<file path="config.mk">
export PLATFORM = sky130hd
export DESIGN_NAME = mod_instruction_fetch_ctrl
export DESIGN_NICKNAME = d
export VERILOG_FILES = /design/src/rtl/mod_instruction_fetch_ctrl.sv
export SDC_FILE = /design/constraint.sdc
export NUM_CORES = 1
export LEC_CHECK = 0
export BUFFER_PORTS_ARGS = -buffer_cell sky130_fd_sc_hd__buf_2
export CAP_MARGIN = 20
export CORE_ASPECT_RATIO = 1.75
export CORE_MARGIN = 3
export CORE_UTILIZATION = 37
export CTS_CLUSTER_SIZE = 16
export DETAILED_ROUTE_END_ITERATION = 8
export HOLD_SLACK_MARGIN = 0.02
export PLACE_DENSITY = 0.71
export SLEW_MARGIN = 40
export SYNTH_ARGS = -nofsm -noshare
export SYNTH_HDL_FRONTEND = slang
export SYNTH_SLANG_ARGS = --single-unit
</file>
<file path="constraint.sdc">
create_clock -name clk -period 2.7 [get_ports clk]
set_clock_uncertainty 0.05 [all_clocks]
set_input_delay 0.54 -clock clk [delete_from_list [all_inputs] [get_ports clk]]
set_output_delay 0.54 -clock clk [all_outputs]
set_load 0.03 [all_outputs]
</file>
<file path="src/rtl/mod_instruction_fetch_ctrl.sv">
// Instruction fetch sequencer: drives the ROM word address from the PC and keeps a one-entry IF/ID slot.
// Optional macro FETCH_COUNT_EN adds a 32-bit count of IF/ID transfers on port fetch_count.
module mod_instruction_fetch_ctrl #(
    parameter int unsigned        ADDR_W   = 30,
    parameter int unsigned        DATA_W   = 32,
    parameter logic [ADDR_W-1:0]  RESET_PC = '0
) (
    input  logic              clk,
    input  logic              rst_n,
    input  logic              start,
    output logic [ADDR_W-1:0] rom_address,
    input  logic [DATA_W-1:0] rom_instruction,
    input  logic              rom_mem_end,
    output logic [DATA_W-1:0] if_instr,
    output logic [ADDR_W-1:0] if_pc,
    output logic              if_valid,
    input  logic              id_ready,
    input  logic              redirect_valid,
    input  logic [ADDR_W-1:0] redirect_target,
    output logic              busy,
    output logic              halted
`ifdef FETCH_COUNT_EN
    ,
    output logic [31:0]       fetch_count
`endif
);

    typedef enum logic [1:0] {
        ST_IDLE  = 2'd0,
        ST_FETCH = 2'd1,
        ST_HALT  = 2'd2
    } state_t;

    localparam logic [ADDR_W-1:0] PC_ONE = {{(ADDR_W-1){1'b0}}, 1'b1};

    state_t            state_r;
    state_t            state_next_s;
    logic [ADDR_W-1:0] pc_r;
    logic [ADDR_W-1:0] pc_next_s;
    logic [DATA_W-1:0] if_instr_r;
    logic [DATA_W-1:0] if_instr_next_s;
    logic [ADDR_W-1:0] if_pc_r;
    logic [ADDR_W-1:0] if_pc_next_s;
    logic              if_valid_r;
    logic              if_valid_next_s;
    logic              busy_r;
    logic              halted_r;

    logic              slot_free_s;
    logic              start_ok_s;
    logic              fire_s;
    logic              xfer_s;

    // Handshake qualifiers shared by the datapath and the counter.
    always_comb begin
        slot_free_s = !if_valid_r || id_ready;
        start_ok_s  = start && (state_r != ST_FETCH) && !redirect_valid;
        fire_s      = (state_r == ST_FETCH) && slot_free_s && !rom_mem_end && !redirect_valid;
        xfer_s      = if_valid_r && id_ready && !redirect_valid;
    end

    // Next-state decode; a redirect overrides everything, including start.
    always_comb begin
        state_next_s = state_r;
        if (redirect_valid) begin
            state_next_s = ST_FETCH;
        end else begin
            case (state_r)
                ST_IDLE: begin
                    if (start) begin
                        state_next_s = ST_FETCH;
                    end else begin
                        state_next_s = ST_IDLE;
                    end
                end
                ST_FETCH: begin
                    if (rom_mem_end && slot_free_s) begin
                        state_next_s = ST_HALT;
                    end else begin
                        state_next_s = ST_FETCH;
                    end
                end
                ST_HALT: begin
                    if (start) begin
                        state_next_s = ST_FETCH;
                    end else begin
                        state_next_s = ST_HALT;
                    end
                end
                default: begin
                    state_next_s = ST_IDLE;
                end
            endcase
        end
    end

    // PC and IF/ID slot update; a pending word with no accepting decode simply holds.
    always_comb begin
        pc_next_s       = pc_r;
        if_instr_next_s = if_instr_r;
        if_pc_next_s    = if_pc_r;
        if_valid_next_s = if_valid_r;
        if (redirect_valid) begin
            pc_next_s       = redirect_target;
            if_valid_next_s = 1'b0;
        end else if (start_ok_s) begin
            pc_next_s       = RESET_PC;
            if_valid_next_s = 1'b0;
        end else if (fire_s) begin
            if_instr_next_s = rom_instruction;
            if_pc_next_s    = pc_r;
            if_valid_next_s = 1'b1;
            pc_next_s       = pc_r + PC_ONE;
        end else if (slot_free_s) begin
            if_valid_next_s = 1'b0;
        end else begin
            if_valid_next_s = if_valid_r;
        end
    end

    // State, PC and slot registers; status flags are registered from the next state.
    always_ff @(posedge clk or negedge rst_n) begin
        if (!rst_n) begin
            state_r    <= ST_IDLE;
            pc_r       <= RESET_PC;
            if_instr_r <= {DATA_W{1'b0}};
            if_pc_r    <= {ADDR_W{1'b0}};
            if_valid_r <= 1'b0;
            busy_r     <= 1'b0;
            halted_r   <= 1'b0;
        end else begin
            state_r    <= state_next_s;
            pc_r       <= pc_next_s;
            if_instr_r <= if_instr_next_s;
            if_pc_r    <= if_pc_next_s;
            if_valid_r <= if_valid_next_s;
            busy_r     <= (state_next_s == ST_FETCH);
            halted_r   <= (state_next_s == ST_HALT);
        end
    end

`ifdef FETCH_COUNT_EN
    logic [31:0] fetch_count_r;

    // Transfer counter, restarted whenever a start is honoured.
    always_ff @(posedge clk or negedge rst_n) begin
        if (!rst_n) begin
            fetch_count_r <= 32'd0;
        end else if (start_ok_s) begin
            fetch_count_r <= 32'd0;
        end else if (xfer_s) begin
            fetch_count_r <= fetch_count_r + 32'd1;
        end else begin
            fetch_count_r <= fetch_count_r;
        end
    end

    assign fetch_count = fetch_count_r;
`else
    logic unused_xfer_s;
    assign unused_xfer_s = xfer_s;
`endif

    assign rom_address = pc_r;
    assign if_instr    = if_instr_r;
    assign if_pc       = if_pc_r;
    assign if_valid    = if_valid_r;
    assign busy        = busy_r;
    assign halted      = halted_r;

endmodule
</file>
# Yosys cells after proc, flatten, opt, wreduce, memory -nomap -nowiden

Cells that the tools add are included.

Output and inout bits: 95
Logic and storage cells: 41
Bits of input ports: 68
Bits in registers: 97

Add/sub/neg operators: 1
Muxes and demuxes: 12
Reduce and logical (&&, ||, !) cells: 14
Bitwise logic cells: 2
Equal/unequal tests: 5

Operators by type and width:

| operator                                              | count |
|---|---|
| 2-to-1 mux 30 bit                                     | 3 |
| adder 30 x 1 -> 30 bit, second input constant         | 1 |
| logical AND 1 bit                                     | 6 |
| 2-to-1 mux 2 bit                                      | 3 |
| one-hot mux 2 bit (3 select lines)                    | 1 |
| 2-to-1 mux 1 bit                                      | 5 |
| equality test 2 x 1 -> 1 bit, second input constant   | 2 |
| equality test 2 bit, second input constant            | 2 |
| nonzero test 4 bit                                    | 1 |
| zero test 1 bit                                       | 3 |
| AND reduction 3 bit                                   | 1 |
| nonzero test 3 bit                                    | 1 |
| zero test 2 bit                                       | 1 |
| inequality test 2 x 1 -> 1 bit, second input constant | 1 |
| inverter 1 bit                                        | 2 |
| logical OR 1 bit                                      | 1 |

# Depth between registers and ports, before layout

Gate-level depths: netlist (run 1).

Depth in word-level cells: 8
Mapped depth: 7
Gate-level depth less buffers: 6

# Worst setup path before layout (run 1)

Ideal clock, no wire load.

Path kind: register to register
Start point: reg pc_r[0] (netlist: rom_address[0])
End point: reg pc_r[26] (netlist: rom_address[26])
Path slack: 0.433 ns
Data required time: 2.564 ns
Buffers on the path: 1
Arrival: 2.131 ns
Setup time: 0.086 ns
Stages on the path, launching flop included: 8
Path through: dfrtp_1 > ha_1 > nand4_2 > or4_1 > buf_2 > o31ai_2 > o41ai_1 > nor3_1

Word-level cells in the longest chain between the ends: 4

RTL lines:

| item                   | RTL line | text |
|---|---|---|
| from (decl)            | 38       | `logic [ADDR_W-1:0] pc_r;` |
| from (signal assigned) | 133      | `pc_r <= pc_next_s;` |
| adder 30 x 1 -> 30 bit | 113      | `pc_next_s = pc_r + PC_ONE;` |
| 2-to-1 mux 30 bit      | 109      | `end else if (fire_s) begin` |
| 2-to-1 mux 30 bit      | 106      | `end else if (start_ok_s) begin` |
| 2-to-1 mux 30 bit      | 103      | `if (redirect_valid) begin` |

No other way between the ends. The select of a mux whose other input is x is not followed.
A chain may end at the register's enable or synchronous reset.

# Final worst setup path (run 1)

Ends and elaborated chain as after synthesis.

==> results of run 1 <==
kinds of logic after synthesis:
family          Yosys count  share of synthesized area, %
compound gates           98                          13.5
xor+xnor                  3                         0.588
fa+ha+maj                 1                         0.280
buf+inv                  34                          3.72
flops                    97                          54.3
mux                       1                         0.224
simple gates            289                          27.4
Yosys cell counts (2+ instances only):
library cell and count:
sky130_fd_sc_hd__nor3_1 11, sky130_fd_sc_hd__a211o_1 2, sky130_fd_sc_hd__a31oi_1 2, sky130_fd_sc_hd__a21o_1 2, sky130_fd_sc_hd__nand4_1 4, sky130_fd_sc_hd__a2bb2oi_1 2, sky130_fd_sc_hd__clkbuf_8 3, sky130_fd_sc_hd__a211oi_1 2
sky130_fd_sc_hd__a21oi_1 39, sky130_fd_sc_hd__inv_1 4, sky130_fd_sc_hd__and3_1 5, sky130_fd_sc_hd__nor4_1 6, sky130_fd_sc_hd__o31ai_1 5, sky130_fd_sc_hd__nand2_1 220, sky130_fd_sc_hd__dfrtp_1 97, sky130_fd_sc_hd__a41oi_1 2
sky130_fd_sc_hd__nor3b_1 2, sky130_fd_sc_hd__o41ai_1 2, sky130_fd_sc_hd__a22o_1 3, sky130_fd_sc_hd__o21ai_0 26, sky130_fd_sc_hd__nand3_1 12, sky130_fd_sc_hd__xnor2_1 2, sky130_fd_sc_hd__nand2b_1 3, sky130_fd_sc_hd__clkbuf_2 3
sky130_fd_sc_hd__or4_1 2, sky130_fd_sc_hd__buf_1 6, sky130_fd_sc_hd__clkbuf_1 16, sky130_fd_sc_hd__nor2_1 15
registers in the layout, summed over array words and instances (netlist names):
name,cells
halted,1
if_instr,32
rom_address,30
if_valid,1
busy,1
state_r,2
if_pc,30
worst paths after layout:
check / from / endpoint / slack [ns] / cells past startpoint
worst max-delay path: rom_address[0] / rom_address[26] / 0.42 / 6
worst min-delay path: rst_n / if_pc[15] / 0.12 / 1
worst max register to register: rom_address[0] / rom_address[26] / 0.42 / 6
worst min register to register: if_pc[2] / if_pc[2] / 0.42 / 2
max in group asynchronous: rst_n / rom_address[26] / 1.81 / 2
min in group clk: rom_instruction[3] / if_instr[3] / 0.34 / 3
through the flow:
| step | utilization (%) | area, sq um | hold slack (ns) | worst slack [ns] | std cells |
|---|---|---|---|---|---|
| finish | 48.9 | 5720 | 0.121 | 0.424 | 820 |
| floorplan | - | 4470 | 0.194 | 0.433 | 523 |
| global placement | 46.5 | 5440 | 0.405 | 0.501 | 805 |
| detailed placement | 46.5 | 5440 | 0.406 | 0.447 | 805 |
| CTS | 48.9 | 5720 | 0.128 | 0.426 | 820 |
| global route | 48.9 | 5720 | 0.147 | 0.287 | 820 |
worst reg2reg max path, cell delays in order, from the launching register on:
cell and delay [ns]:
sky130_fd_sc_hd__dfrtp_1 0.44, sky130_fd_sc_hd__ha_1 0.23, sky130_fd_sc_hd__nand4_2 0.18, sky130_fd_sc_hd__or4_1 0.71, sky130_fd_sc_hd__o31ai_2 0.28, sky130_fd_sc_hd__o41ai_1 0.10
sky130_fd_sc_hd__nor3_1 0.19
routing by layer:
layer  wire, um  track usage, %  vias to the layer above
li1           -               -                     2079
met1       4960            23.6                     2133
met2       7300            35.1                      168
met3        904            4.63                       21
met4        319            8.27                        0
met5          0               0                        -
power by group:
part | switching [mW] | internal (mW) | total [mW]
sequential | 0.199 | 1.71 | 1.91
combinational | 0.961 | 0.391 | 1.35
clock | 0.526 | 0.690 | 1.22
layout make-up:
class,instances,area [sq um],share of cell area [%]
clock inverter,3,15.0,0.262
inverter,4,15.0,0.262
sequential,97,2430,42.4
timing repair buffer,177,938,16.4
multi-input combinational,392,1890,33.0
tap,135,169,2.95
clock buffer,12,267,4.66
==> flow_metrics.tcl, run 1 <==
set metrics [dict create \
    status "completed" \
    floorplan.die_area_sq_um 13500 \
    worst-path-buf-inv 0 \
    drt-total-wl_um 13500 \
    crit_chain "ha_1 -> nand4_2 -> or4_1 -> o31ai_2 -> o41ai_1 -> nor3_1" \
    finalHoldViolations 0 \
    flow.area_growth_from_synthesis_pct 28.1 \
    synth-seq-area-share_pct 54.3 \
    clkTransAtPathRegs_ns 0.07 \
    antenna_cells_inserted 0 \
    synth.ff_latch_count 97 \
    rows 52 \
    fin_nets 750 \
    core_region_sq_um 11700 \
    min_period_ns 2.28 \
    drt-initial-drc-count 221 \
    post_synth_inst_count 523 \
    die_width_um 89.1 \
    post-layout-total-power_mw 4.48 \
    yosys-top-cells-area "sky130_fd_sc_hd__dfrtp_1 54%, sky130_fd_sc_hd__nand2_1 18%, sky130_fd_sc_hd__a21oi_1 4.4%" \
    synth.lib_cells_used.distinct 53 \
    avgSynthCellArea_sq_um 8.54 \
    clock_path_buffers 2 \
    ir_drop_mv 0.399 \
    criticalPathCategory "register to register" \
    min_path_type "input pin to asynchronous set/reset pin" \
    largest_net_degree_at_the_start_of_global_routing 43 \
    cp_data_arrival_time_ns 2.48 \
    synth_top_cell_by_area "sky130_fd_sc_hd__dfrtp_1" \
    asyncSetResetFlopFracSynth_pct 100 \
    post_syn_area_sq_um 4470 \
    power.leakage_nw 3.09 \
    crit_slowest_cell "sky130_fd_sc_hd__or4_1" \
    p_per_area_nw_per_um2 783 \
    routed-via-count 4401 \
    synth_largest_type_area_fraction_pct 54.3 \
    critical_path.endpoint_type "register" \
    cts_hold_repair.buffers 0 \
    design.portCount 163 \
    grt_antenna_before_repair 0 \
    normalized_max_slew_margin_pct 57.9 \
    drv.max_cap_violation_count 0 \
    yosys_warnings 0 \
    final.period_utilization_pct 84.3 \
    drt-pass1-iter-count 4 \
    cts_tree "built" \
    grt_setup_unrepaired "no" \
    synth_enable_flop_cells 0 \
    critical_path.max_stage_delay_ns 0.71 \
    numCtsBuffers 9 \
    die_h_um 151 \
    postSynth.topFlopCell "sky130_fd_sc_hd__dfrtp_1" \
    start_kind "register" \
    clk-insertion-delay-late_ns 0.34 \
    fmax_mhz 439 \
    gr-total-overflow 0 \
    grt_pass1_wl_um 21300 \
    critical_path.top_delay_family "simple AND/OR/NAND/NOR gates" \
    initial_core_util_pct 38.2 \
    cts_root_buf "sky130_fd_sc_hd__clkbuf_16" \
    fin_setup_tns_ns 0 \
    critical_path.max_fanout 7 \
    htree_levels 3 \
    hpwl_um 9950 \
    clock_sinks 97 \
    port-buffer-count 162 \
    crit_required_ns 2.90 \
    gr-usage-all-layers_pct 20.2 \
    slew_viol_final 0 \
    gpl.final_weighted_congestion 0.901 \
    share_of_cells_above_drive_strength_1_pct 29.3 \
    tightestPinTransition_ns 0.627 \
    mostFrequentLayoutCell "sky130_fd_sc_hd__nand2_1" \
    setup_viol 0 \
    fillers 1142 \
    drc_violations_left 0 \
    post_synthesis_net_count 592 \
    cts-resized-gates 0 \
    cts_setup_buffers 0 \
    postRouteAntennaNets 0 \
    first_global_vias 4393 \
    average_detailed_routed_wire_length_per_instance_um 16.5 \
    leading_cell_types_in_the_layout_fill_and_taps_excluded "220 x sky130_fd_sc_hd__nand2_1, 161 x sky130_fd_sc_hd__buf_2, 97 x sky130_fd_sc_hd__dfrtp_1" \
    via_per_inst 5.37 \
]
(Power assumes the default switching activity.)
==> run 2, diff against run 1 <==
PLACE_DENSITY = 0.73   (was 0.71)
clock period = 1.9 ns   (was 2.7 ns; I/O delays follow)
==> run 2 against run 1 <==
Combinational power rose by 56%. Critical path type unchanged. Highest routed layer unchanged. First-iteration DRC count rose by 9.0%. Critical path depth fell by 1. Routed wire length rose by 4.9%. Register-to-register slack got worse by 0.34 ns.
==> flow_metrics.tcl, run 2 (same netlist as run 1, synthesis figures left out) <==
set metrics [dict create \
    ir_drop_mv 0.696 \
    drt-pass1-iter-count 5 \
    gpl.final_weighted_congestion 0.886 \
    clock_sinks 97 \
    power.combinational.fraction_pct 31.5 \
    normalized_max_slew_margin_pct 63.5 \
    critical_path.top_delay_family "simple AND/OR/NAND/NOR gates" \
    criticalPathCategory "register to register" \
    power.clock.fraction_pct 28.5 \
    gr-total-overflow 0 \
    grt_pass1_wl_um 22100 \
    drt-total-wl_um 14100 \
    min_path_type "input pin to register" \
    critical_path.max_fanout 7 \
    rows 52 \
    fmax_mhz 549 \
    start_kind "register" \
    cts_setup_buffers 0 \
    share_of_cells_above_drive_strength_1_pct 35.4 \
    gr-usage-all-layers_pct 21.2 \
    drv.max_cap_violation_count 0 \
    largest_net_degree_at_the_start_of_global_routing 43 \
    p_per_area_nw_per_um2 1090 \
    numCtsBuffers 9 \
    cp_data_arrival_time_ns 2.02 \
    crit_chain "nand3_1 -> or4_4 -> o31ai_4 -> o41ai_2 -> nor3_1" \
    clk-insertion-delay-late_ns 0.34 \
    status "completed" \
    final.period_utilization_pct 95.8 \
    hpwl_um 10400 \
    critical_path.max_stage_delay_ns 0.66 \
    cts_root_buf "sky130_fd_sc_hd__clkbuf_16" \
    crit_required_ns 2.10 \
    leading_cell_types_in_the_layout_fill_and_taps_excluded "220 x sky130_fd_sc_hd__nand2_1, 161 x sky130_fd_sc_hd__buf_2, 84 x sky130_fd_sc_hd__dfrtp_1" \
    p_switching_mw 2.45 \
    first_global_vias 4602 \
    clock_path_buffers 2 \
    core_region_sq_um 11700 \
    min_period_ns 1.82 \
    die_width_um 89.1 \
    die_h_um 151 \
    via_per_inst 5.26 \
    crit_slowest_cell "sky130_fd_sc_hd__or4_4" \
    worst-path-buf-inv 0 \
    power.switching_fraction_pct 36.8 \
    power.leakage_nw 3.26 \
    cts_tree "built" \
    clkTransAtPathRegs_ns 0.07 \
    htree_levels 3 \
    antenna_cells_inserted 0 \
    average_detailed_routed_wire_length_per_instance_um 16.6 \
    initial_core_util_pct 38.2 \
    design.portCount 163 \
    fin_util_pct 52.3 \
    flow.area_growth_from_synthesis_pct 37.1 \
    post-layout-total-power_mw 6.67 \
    floorplan.die_area_sq_um 13500 \
    largest_register_ff_count 32 \
    slew_viol_final 0 \
    mostFrequentLayoutCell "sky130_fd_sc_hd__nand2_1" \
    fin_nets 782 \
    finalHoldViolations 0 \
    critical_path.endpoint_type "register" \
    pwr-share-seq_pct 40.1 \
    fin_worst_hold_slack_ns 0.173 \
    routed-via-count 4487 \
    tightestPinTransition_ns 0.547 \
    setup_viol 0 \
    grt_antenna_before_repair 0 \
    port-buffer-count 162 \
    postRouteAntennaNets 0 \
    grt_setup_unrepaired "yes" \
    intPower_mw 4.22 \
    drc_violations_left 0 \
    drt-initial-drc-count 241 \
]
==> run 2: stage by stage <==
step	std cells	instance area, sq um	setup slack [ns]	TNS, ns
6_report	853	6120	0.0801	0
4_1_cts	854	6100	0.00951	0
3_5_place_dp	837	5770	0.0137	0
3_3_place_gp	837	5770	0.0548	0
2_1_floorplan	523	4540	-0.0200	-0.0343
5_1_grt	853	6120	-0.0167	-0.0178
==> run 2: timing repair <==
item                                    4_1_cts  5_1_grt
endpoints found under the setup margin        2       18
pin swaps                                     0        2
endpoints found under the hold margin        38        0
gates cloned                                  0        0
resized for setup                             1        8
hold buffers                                  1        0
==> run 2: final timing paths <==
kind                       depth (start not counted)                 from  slack [ns]         endpoint
setup / recovery                                   5      rom_address[14]        0.08  rom_address[26]
hold / removal                                     3  rom_instruction[25]        0.17     if_instr[25]
setup reg to reg                                   5      rom_address[14]        0.08  rom_address[26]
hold reg to reg                                    2         if_instr[24]        0.42     if_instr[24]
max in group asynchronous                          3                rst_n        0.63       state_r[0]
min in group asynchronous                          2                rst_n        0.52     if_instr[28]
==> run 2: final cells by class <==
type	instances	area, sq um
fill	1135	5590
sequential	97	2440
multi-input combinational	392	1970
timing repair buffer	209	1220
clock buffer	14	274
tap	135	169
clock inverter	2	37.5
inverter	4	15.0
==> run 2: worst min-delay path, stage by stage <==
cell and delay, ns:
sky130_fd_sc_hd__buf_2 0.07, sky130_fd_sc_hd__nand2_1 0.04, sky130_fd_sc_hd__nand2_1 0.04
==> run 2: per-layer routing <==
| metal | routed length [um] | GRT usage, % | part of all wire, % | up-vias |
|---|---|---|---|---|
| li1 | - | - | - | 2138 |
| met1 | 5250 | 23.9 | 37 | 2150 |
| met2 | 7710 | 38.0 | 55 | 172 |
| met3 | 814 | 3.86 | 5.8 | 27 |
| met4 | 369 | 9.24 | 2.6 | 0 |
| met5 | 0 | 0 | 0 | - |
==> run 2: power by group through the flow <==
stage	combinational (mW)	sequential (mW)	clock, mW
after floorplan	0.529	3.47	0
after global placement	2.06	2.68	0
after detailed placement	2.10	2.71	0
after CTS	2.11	2.67	1.94
after global routing	2.27	2.72	2.04
final	2.10	2.67	1.90
==> run 3, diff against run 2 <==
BUFFER_PORTS_ARGS = not set   (was -buffer_cell sky130_fd_sc_hd__buf_2)
DONT_BUFFER_PORTS = 1   (was not set)
PLACE_DENSITY = 0.61   (was 0.73)
==> run 3 against run 2 <==
The run now ends with hold timing left. Clock power up 3%. Combinational power down 54%. Non-clock buffer count down 155. Largest power group unchanged. Core utilization down 6.3 points. Die area unchanged.
==> flow_metrics.tcl, run 3 (same netlist as run 1, synthesis figures left out) <==
set metrics [dict create \
    cts_root_buf "sky130_fd_sc_hd__clkbuf_16" \
    grt_antenna_before_repair 1 \
    crit_chain "nand3_1 -> or4_4 -> buf_4 -> o41ai_4 -> nor3_1" \
    first_global_vias 4074 \
    ir_drop_mv 0.492 \
    fin_area_sq_um 5390 \
    criticalPathCategory "register to register" \
    start_kind "register" \
    status "finished with violations" \
    drc_violations_left 0 \
    die_width_um 89.1 \
    average_detailed_routed_wire_length_per_instance_um 19.0 \
    cts_tree "built" \
    final.period_utilization_pct 98.0 \
    critical_path.endpoint_type "register" \
    min_path_type "input pin to asynchronous set/reset pin" \
    crit_slowest_cell "sky130_fd_sc_hd__or4_4" \
    share_of_cells_above_drive_strength_1_pct 18.5 \
    normalized_max_slew_margin_pct 69.1 \
    gr-usage-all-layers_pct 20.2 \
    gr-total-overflow 0 \
    port-buffer-count 0 \
    violated_checks "hold timing" \
    min_period_ns 1.86 \
    clock_path_buffers 2 \
    finalHoldViolations 97 \
    multi_input_logic_area_sq_um 2000 \
    gpl.final_weighted_congestion 0.831 \
    drt-pass1-iter-count 4 \
    fin_util_pct 46.0 \
    cp_data_arrival_time_ns 2.03 \
    core_region_sq_um 11700 \
    design.portCount 163 \
    fin_nets 627 \
    drt-total-wl_um 13300 \
    slew_viol_final 0 \
    clkTransAtPathRegs_ns 0.07 \
    critical_path.max_stage_delay_ns 0.66 \
    critical_path.max_fanout 7 \
    p_per_area_nw_per_um2 1170 \
    via_per_inst 5.57 \
    detailed_place.area_sq_um 4980 \
    leading_cell_types_in_the_layout_fill_and_taps_excluded "220 x sky130_fd_sc_hd__nand2_1, 84 x sky130_fd_sc_hd__dfrtp_1, 51 x sky130_fd_sc_hd__buf_4" \
    fin_worst_hold_slack_ns -0.318 \
    setup_viol 0 \
    fmax_mhz 537 \
    mostFrequentLayoutCell "sky130_fd_sc_hd__nand2_1" \
    crit_required_ns 2.07 \
    flow.area_growth_from_synthesis_pct 20.6 \
    die_h_um 151 \
    clk-insertion-delay-late_ns 0.34 \
    routed-via-count 3892 \
    grt_setup_unrepaired "yes" \
    drt-initial-drc-count 199 \
    postRouteAntennaNets 0 \
    floorplan.die_area_sq_um 13500 \
    largest_register_ff_count 32 \
    initial_core_util_pct 38.2 \
    largest_net_degree_at_the_start_of_global_routing 98 \
    numCtsBuffers 9 \
    tightestPinTransition_ns 0.462 \
    seqCellArea_sq_um 2440 \
    drv.max_cap_violation_count 0 \
    hpwl_um 9590 \
    fillers 1109 \
    htree_levels 3 \
    grt_pass1_wl_um 20700 \
    power.leakage_nw 2.59 \
    clock_sinks 97 \
    rows 52 \
]
==> run 3: area by class of cell <==
cell class | count | share of cell area (%)
Tap cell | 135 | 3.14
Multi-Input combinational cell | 392 | 37.1
Antenna cell | 1 | 0.0465
Timing Repair Buffer | 54 | 8.06
Clock inverter | 5 | 1.46
Inverter | 4 | 0.279
Sequential cell | 97 | 45.4
Clock buffer | 11 | 4.51
==> run 3: final timing paths <==
| kind | start | to | slack (ns) | cells past startpoint |
|---|---|---|---|---|
| setup / recovery | rom_address[14] | rom_address[26] | 0.04 | 5 |
| hold / removal | rst_n | if_instr[10] | -0.32 | 0 |
| setup reg to reg | rom_address[14] | rom_address[26] | 0.04 | 5 |
| hold reg to reg | rom_address[20] | rom_address[20] | 0.58 | 2 |
| max in group asynchronous | rst_n | rom_address[4] | 2.00 | 0 |
| min in group clk | redirect_valid | halted | 0.05 | 1 |
==> run 3: power by group <==
group | internal [mW] | switching, mW | leakage (nW)
sequential | 2.43 | 0.928 | 1.23
combinational | 0.364 | 0.599 | 1.20
clock | 1.19 | 0.762 | 0.159
==> run 3: metrics by stage <==
step           TNS [ns]  std cells  setup slack, ns  total power, mW  hold slack [ns]
2_1_floorplan   -0.0343        523          -0.0200             3.99           0.0344
3_3_place_gp          0        681           0.0579             4.32           0.0377
3_5_place_dp    -0.0357        681          -0.0184             4.36           0.0380
4_1_cts               0        698           0.0125             6.33           -0.333
5_1_grt         -0.0141        699          -0.0108             6.60           -0.339
6_report              0        699           0.0372             6.28           -0.318
==> run 3: timing repair <==
item,in CTS,in global routing
endpoints found under the setup margin,2,18
setup buffers,1,1
pin swaps,1,6
hold endpoints to repair,97,97
gates resized for setup,5,14
==> run 3: worst max-delay path: cells and delay by family, from the launching register on <==
kind / cells / cell delay, ns
AOI/OAI and AO/OA: 1 / 0.20
buffers and inverters: 1 / 0.18
DFF: 1 / 0.42
and+or+nand+nor: 3 / 0.89
==> run 3: per-layer routing <==
layer	up-vias	part of all wire, %	global-route usage, %	wire length (um)
li1	1826	-	-	-
met5	-	0	0	0
met2	145	53	34.4	7110
met3	24	8.3	7.13	1110
met1	1897	36	22.0	4740
met4	0	2.5	9.46	333
